$ cat config.mk
export PLATFORM = sky130hd
export DESIGN_NAME = freq_frame_sched
export DESIGN_NICKNAME = d
export VERILOG_FILES = /design/src/rtl/freq_sched_pkg.sv /design/src/rtl/freq_rr_arb.sv /design/src/rtl/freq_frame_sched.sv
export SDC_FILE = /design/constraint.sdc
export NUM_CORES = 1
export LEC_CHECK = 0
export CAP_MARGIN = 20
export CORE_ASPECT_RATIO = 0.75
export CORE_UTILIZATION = 49
export CTS_CLUSTER_SIZE = 28
export DETAILED_ROUTE_END_ITERATION = 8
export PLACE_DENSITY = 0.82
export SYNTH_ARGS = -nofsm -noshare
export SYNTH_HDL_FRONTEND = slang
export SYNTH_SLANG_ARGS = --single-unit
$ cat constraint.sdc
create_clock -name clk -period 4.18 [get_ports clk]
set_clock_uncertainty 0.1 [all_clocks]
set_input_delay 0.418 -clock clk [delete_from_list [all_inputs] [get_ports clk]]
set_output_delay 0.418 -clock clk [all_outputs]
set_load 0.02 [all_outputs]
$ cat src/rtl/freq_sched_pkg.sv
// freq_sched_pkg: shared state encoding and symbol constants for the frame scheduler.
package freq_sched_pkg;
  typedef enum logic [2:0] {IDLE, START, STREAM, WAIT_REQ, WAIT_ACK} state_t;
  localparam logic [3:0] IDLE_SYM = 4'hF;
  localparam int NUM_SYM = 10;
endpackage

$ cat src/rtl/freq_rr_arb.sv
// freq_rr_arb: combinational round-robin pick, searching from ptr+1 and wrapping.
module freq_rr_arb
  import freq_sched_pkg::*;
#(
  parameter int NUM_REQ = 2,
  localparam int IW = $clog2(NUM_REQ)
) (
  input  logic [NUM_REQ-1:0] valid,
  input  logic [IW-1:0]      ptr,
  output logic [NUM_REQ-1:0] pick,
  output logic [IW-1:0]      idx,
  output logic               any
);
  // Walk offsets from farthest to nearest so the nearest valid source wins.
  always_comb begin
    idx = '0;
    any = 1'b0;
    for (int i = NUM_REQ; i >= 1; i--)
      if (valid[IW'((int'(ptr) + i) % NUM_REQ)]) begin
        idx = IW'((int'(ptr) + i) % NUM_REQ);
        any = 1'b1;
      end
    pick = any ? NUM_REQ'(1) << idx : '0;
  end
endmodule

$ cat src/rtl/freq_frame_sched.sv
// freq_frame_sched: round-robin frame scheduler feeding the shared freqcount datapath.
// Optional WAIT_ACK watchdog enabled by defining FREQ_SCHED_TIMEOUT_EN.
module freq_frame_sched
  import freq_sched_pkg::*;
#(
  parameter int NUM_REQ   = 2,
  parameter int MAX_FRAME = 255,
  parameter int TIMEOUT   = 1023,
  localparam int IW = $clog2(NUM_REQ),
  localparam int CW = $clog2(MAX_FRAME + 1)
) (
  input  logic                 clk,
  input  logic                 rst_n,
  input  logic [NUM_REQ-1:0]   src_valid,
  input  logic [4*NUM_REQ-1:0] src_data,
  input  logic [NUM_REQ-1:0]   src_last,
  output logic [NUM_REQ-1:0]   src_ready,
  output logic                 fc_start,
  output logic                 fc_start_done,
  output logic [3:0]           fc_data,
  input  logic                 fc_req_coding,
  input  logic                 fc_ack_coding,
  output logic [IW-1:0]        grant_id,
  output logic                 busy,
  output logic                 frame_done,
  output logic                 trunc_err,
  output logic                 timeout_err
);
  if (NUM_REQ < 2 || NUM_REQ > 8 || MAX_FRAME < 1 || TIMEOUT < 1) begin : g_bad_param
    $error("freq_frame_sched: parameter out of range");
  end
  state_t state, nxt;
  logic [IW-1:0] grant, ptr, pick_idx;
  logic [NUM_REQ-1:0] grant_oh, pick;
  logic [CW-1:0] cnt;
  logic any, take, fin, tmo;
  freq_rr_arb #(.NUM_REQ(NUM_REQ)) u_arb (
    .valid(src_valid),
    .ptr  (ptr),
    .pick (pick),
    .idx  (pick_idx),
    .any  (any)
  );
  assign take       = state == STREAM && src_valid[grant];
  assign fin        = take && (src_last[grant] || cnt == CW'(MAX_FRAME - 1));
  assign src_ready  = state == STREAM ? grant_oh : '0;
  assign busy       = state != IDLE;
  assign grant_id   = grant;
  assign frame_done = state == WAIT_ACK && fc_ack_coding;
`ifdef FREQ_SCHED_TIMEOUT_EN
  localparam int TW = $clog2(TIMEOUT + 1);
  logic [TW-1:0] tcnt;
  always_ff @(posedge clk or negedge rst_n)
    if (!rst_n) tcnt <= '0;
    else tcnt <= state == WAIT_ACK ? tcnt + 1'b1 : '0;
  assign tmo         = state == WAIT_ACK && !fc_ack_coding && tcnt == TW'(TIMEOUT - 1);
  assign timeout_err = tmo;
`else
  assign tmo         = 1'b0;
  assign timeout_err = 1'b0;
`endif
  always_comb begin
    nxt = state;
    case (state)
      IDLE:     nxt = any ? START : IDLE;
      START:    nxt = STREAM;
      STREAM:   nxt = fin ? WAIT_REQ : STREAM;
      WAIT_REQ: nxt = fc_req_coding ? WAIT_ACK : WAIT_REQ;
      WAIT_ACK: nxt = (fc_ack_coding || tmo) ? IDLE : WAIT_ACK;
      default:  nxt = IDLE;
    endcase
  end
  always_ff @(posedge clk or negedge rst_n)
    if (!rst_n) state <= IDLE;
    else state <= nxt;
  // freqcount-facing outputs are registered, so fc_start leads the first symbol by one cycle.
  always_ff @(posedge clk or negedge rst_n)
    if (!rst_n) begin
      grant         <= '0;
      grant_oh      <= '0;
      ptr           <= '0;
      cnt           <= '0;
      fc_start      <= 1'b0;
      fc_start_done <= 1'b0;
      fc_data       <= IDLE_SYM;
      trunc_err     <= 1'b0;
    end else begin
      if (state == IDLE && any) begin
        grant    <= pick_idx;
        grant_oh <= pick;
      end
      if (frame_done || tmo) ptr <= grant;
      cnt           <= fin ? '0 : cnt + CW'(take);
      fc_start      <= state == START;
      fc_start_done <= fin;
      fc_data       <= take ? src_data[{grant, 2'b00} +: 4] : IDLE_SYM;
      trunc_err     <= fin && !src_last[grant];
    end
endmodule

* Word-level counts from Yosys, hierarchy flattened
Index checks and enable logic that the tools add are counted.
** Word-level totals
- Register bits :: 22
- Logic and storage cells :: 52
- Bits in latches :: 0
- Output and inout bits :: 13
- RAM bits :: 0
- Bits in read-only memories :: 0
- Memories kept :: 0
- Bits of input ports :: 16
** Operators by class
- Shift-type cells :: 2
- Equality and inequality tests :: 5
- $lt $le $gt $ge :: 3
- Add/sub/neg operators :: 3
- Multipliers :: 0
- Divide/modulo/power cells :: 0
- Reductions and logical operators :: 9
- Bitwise gates (word level) :: 0
- Multiplexer cells :: 21
** Operators by type and width (count)
- $pmux W3 S5 :: 1
- $mux W1 :: 14
- $add A8 B1 Y8 :: 1
- $eq A8 B8 Y1 const B :: 1
- $mux W8 :: 1
- $shiftx A8 B4 Y4 :: 1
- $eq A3 B2 Y1 const B :: 2
- $lt A1 B3 Y1 const B :: 2
- $mux W3 :: 2
- $logic_and A1 B1 Y1 :: 5
- $mux W2 :: 2
- $mux W4 :: 1
- $eq A3 B1 Y1 const B :: 1
- $eq A3 B3 Y1 const B :: 1
- $logic_not A3 Y1 :: 1
- $reduce_bool A3 Y1 :: 1
- $add A1 B1 Y1 const B :: 2
- $lt A1 B2 Y1 const B :: 1
- $shl A1 B1 Y2 const A :: 1
- $logic_not A1 Y1 :: 1
- $logic_or A1 B1 Y1 :: 1

* Logic depth before layout (Yosys ltp)
- Word-level depth :: 8
- Mapped depth :: 10

* Modules after synthesis
From an unflattened synthesis, not the netlist that was laid out.
** Unflattened totals
- Cells, all modules :: 95
- Area total of the unflattened synthesis :: 1103.6 µm²
** By module, submodules not included
- freq_frame_sched :: cells each 91, instances 1, area each 1072.3 µm²
- freq_rr_arb :: cells each 4, instances 1, area each 31.3 µm²

* Worst setup path after synthesis
Ideal clock, no wire load.
- Path kind :: reg-to-reg
- Start :: reg grant_oh[1] (netlist name)
- End :: reg cnt[6]
- Library setup time :: 94 ps
- Period minus slack after synthesis :: 2296 ps
- Data required time :: 3986 ps
- Slack :: 1884 ps
- Path buffers :: 3
- Arrival time :: 2102 ps
- Cell stages (with the launch flop) :: 10
- Path through :: dfrtp_1 buf_6 mux2_4 and3_4 buf_6 buf_8 ha_1 ha_1 and3_1 a211oi_1
** RTL lines
- end signal: assignment :: line freq_frame_sched.sv:93 : cnt <= fin ? '0 : cnt + CW'(take);
- end: declaration :: line freq_frame_sched.sv:35 : logic [CW-1:0] cnt;

* Worst setup path in the final report
- Start :: reg state[1]
- End :: out frame_done
** Between the ends
- Longest elaborated chain between the ends :: 2
** Ends and longest elaborated chain
- start: declaration :: line freq_frame_sched.sv:32 : state_t state, nxt;
- start signal: assignment :: line freq_frame_sched.sv:75 : else state <= nxt;
- $eq A3 B3 Y1 :: line freq_frame_sched.sv:49 : assign frame_done = state == WAIT_ACK && fc_ack_coding;
- $logic_and A1 B1 Y1 :: line freq_frame_sched.sv:49
- end: declaration :: line freq_frame_sched.sv:25 : output logic frame_done,
Every way passes these cells.

==> implementation parameters <==
Parameter                              Value

Status
  Status    finished clean

Layout
  Final-layout fill cell count    145
  Area Overhead vs Synth    27.16%
  Multi-input gate area in the final layout    430.4 um2
  Flip-flop and latch area    530.5 um2
  Count of nets after finishing    134
  Total non-filler cell area in the finished layout    1289 um2
  ANT cells    0
  Layout cell share with drive strength beyond 1    11.30%

Pwr
  Power per cell area    560.8 nW/um2
  Share of power burned in registers    45.5%
  VDD IR max    0.0003244 V
  Clock share of power    13.2%
  Sum of internal, switching and leakage power    722.7 uW
  Net switching power of the design    268.9 uW
  Combinational cell fraction of total power    41.3%
  Cell internal power dissipation    453.8 uW
  Switching power share of the total    37.21%
  Leakage dissipation    0.5740 nW

CTS
  Clock slew at the register clock pins of the worst setup and hold paths    0.11 ns
  Post-CTS Setup Inserts    0
  Number of sinks handled by clock tree synthesis    21
  Max clock buf depth    2
  Insertion delay to the later sink of the worst-skew pair    0.30 ns
  H-tree depth    1
  PostCTS Resize Cnt    0
  CTS Hold Buffers Added    0
  TritonCTS buffer count    3
  Root buffer cell    clkbuf_4
  Clock tree from TritonCTS    yes

Placement
  Routability congestion estimate    0.8018
  Post-Place Cell Area    1262 um2
  Total half-perimeter wirelength after legalization and detailed placement    1457 um
  Port Buf Inserts    27

Yosys
  Warnings, synthesis    0
  Cell Area, Synth    1013 um2
  Largest cells by area after synthesis    dfrtp_1 (42%), dfstp_2 (10%), mux2i_1 (4.9%)
  Synth async-reset ratio    100.0%
  Share of the synthesized area in the top cell type    41.98%
  Number of distinct library cell variants in the gate-level netlist after synthesis    37
  Avg Synthesized Cell Area    11.39 um2
  Proportion of synthesized chip area in sequential cells    52.35%
  Largest area contributor in the netlist    dfrtp_1
  Register bit count reported by yosys    21
  Number of enable-type register cells in the synthesized netlist    0
  Net count after synthesis    107
  Main synth FF type    dfrtp_1
  Post-Synthesis Cells    89

Die
  Initial Util    55.14%
  Die area    2256 um2
  Count of pins on the block boundary    29
  Core ar.    1838 um2
  Die Wd    54.52 um
  Vertical die dimension    41.39 um
  Row cnt    13

Critical path
  Crit-path slowest cell    clkdlybuf4s50_1
  Stage delay of the slowest cell on the critical path    0.61 ns
  Capturing element type of the critical path    primary output
  Cell family contributing the most delay on the critical path    buffers and inverters
  Buffers plus inverters on the worst setup path    1
  Largest fanout of any net on the critical path    8
  Required time at the worst-slack endpoint    3.66 ns
  Ordered cell list for the critical path    nor2_1 > and3_1 > clkdlybuf4s50_1
  Class of the most critical setup path    register to primary output
  Arrival time of the worst setup path    1.84 ns
  Type of element launching the critical path    register

Detailed routing
  Routed vias/inst    5.642
  Total number of vias    773
  Drt pass-1 iters    5
  Initial drt markers    22
  Routed wire per std cell    13.98 um
  Wirelength, routed    1915 um
  Drc violations    0
  Post-route ant nets    0

Job
  Max-cap violation count    0

Global routing
  Gr usage total    20.02%
  Largest net degree at the start of global routing    22
  Total global routing overflow    0
  Global-route wire length before repair    2898 um
  Number of antenna violations at the first check in global routing    0
  Vias in the first global route    645

STA
  Transition time of the tightest slew-check pin    0.8626 ns
  Worst slew margin relative to its limit    42.32%
  Final hold violations    0
  Endpoints failing setup    0
  Fin crit share    56.40%
  Unrepaired setup endpoints after global routing    no
  Shortest clock period the worst path allows after layout    2.358 ns
  Number of max-slew violations in the final report    0
  Setup tns final    0 ns
  Achievable frequency    424.2 MHz

Min path
  Hold crit path type    register to register
-- registers in the layout, indices dropped and copies added (netlist names) --
| signal | cells |
|---|---|
| cnt | 8 |
| fc_data | 4 |
| state | 3 |
| grant_oh | 2 |
| fc_start | 1 |
| fc_start_done | 1 |
| ptr | 1 |
| trunc_err | 1 |
-- cells in the mapped netlist, types with 3 or more instances --
cell type / count
a21oi_1: 5
nand2_1: 8
dfrtp_1: 17
dfstp_2: 4
mux2i_1: 5
nor2_1: 3
and3_1: 5
nand3_1: 5
-- path summary, 6_finish.rpt --
path / slack [ns] / cells after the start / start / to
setup / recovery: 1.82 / 3 / state[1] / frame_done
hold / removal: 0.43 / 1 / ptr / grant_oh[1]
setup reg to reg: 1.89 / 6 / grant_oh[1] / cnt[6]
hold reg to reg: 0.43 / 1 / ptr / grant_oh[1]
max in group asynchronous: 2.96 / 1 / rst_n / state[0]
min in group asynchronous: 0.49 / 1 / rst_n / cnt[0]
-- per-stage QoR --
step	util (%)	std cells	worst slack, ns	hold WS, ns
floorplan	-	89	1.884	0.02241
global placement	68.69	133	1.748	0.3858
detailed placement	68.69	133	1.613	0.4117
CTS	70.12	137	1.828	0.4326
global route	70.12	137	1.710	0.4366
finish	70.12	137	1.822	0.4300
-- per-layer routing --
metal	track usage (%)	share of wire [%]
met5	0	0
met4	7.692	1.3
met3	7.609	6.6
met2	34.15	49
met1	23.29	43
-- cell type report --
type                    count  area share (%)
multi-input cells          62           33.40
repair buffers             27           20.97
clock buffers               4           2.039
flip-flops and latches     21           41.16
inverters                   1          0.2913
well taps                  22           2.136
-- logic make-up (layout without fill, tap and decap cells) --
kind of cell             Yosys count  after routing  synth area share [%]
other                              1              1                0.3700
AND/OR/NAND/NOR                   31             31                 16.91
adder cells (fa/ha/maj)            2              2                 2.469
XOR/XNOR                           3              3                 2.593
flip-flops                        21             21                 52.35
multiplexers                       8              8                 8.642
AO/OA/AOI/OAI                     17             17                 11.48
buffers and inverters              6             32                 5.184
-- cell usage in the layout, fill, tap and decap left out, types with 2 or more instances in the layout --
master | synthesis | layout
dfstp_2 | 4 | 4
nand3_1 | 5 | 5
a21boi_0 | 2 | 2
and3_1 | 5 | 5
nor2_1 | 3 | 3
o21ai_0 | 2 | 2
nor3b_1 | 2 | 2
clkdlybuf4s50_1 | 0 | 27
ha_1 | 2 | 2
clkbuf_4 | 0 | 3
nand2_1 | 8 | 8
xor2_1 | 2 | 2
a21oi_1 | 5 | 5
mux2_2 | 2 | 2
dfrtp_1 | 17 | 17
or3_1 | 2 | 2
mux2i_1 | 5 | 5
-- power groups by stage --
| stage | clock, mW | sequential [mW] | combinational, mW |
|---|---|---|---|
| after global placement | 0 | 0.329 | 0.290 |
| after CTS | 0.0987 | 0.328 | 0.302 |
| after detailed placement | 0 | 0.332 | 0.301 |
| final | 0.0955 | 0.329 | 0.299 |
| after floorplan | 0 | 0.332 | 0.201 |
| after global routing | 0.108 | 0.340 | 0.326 |
Note: power is estimated with default switching activity, not from simulation.
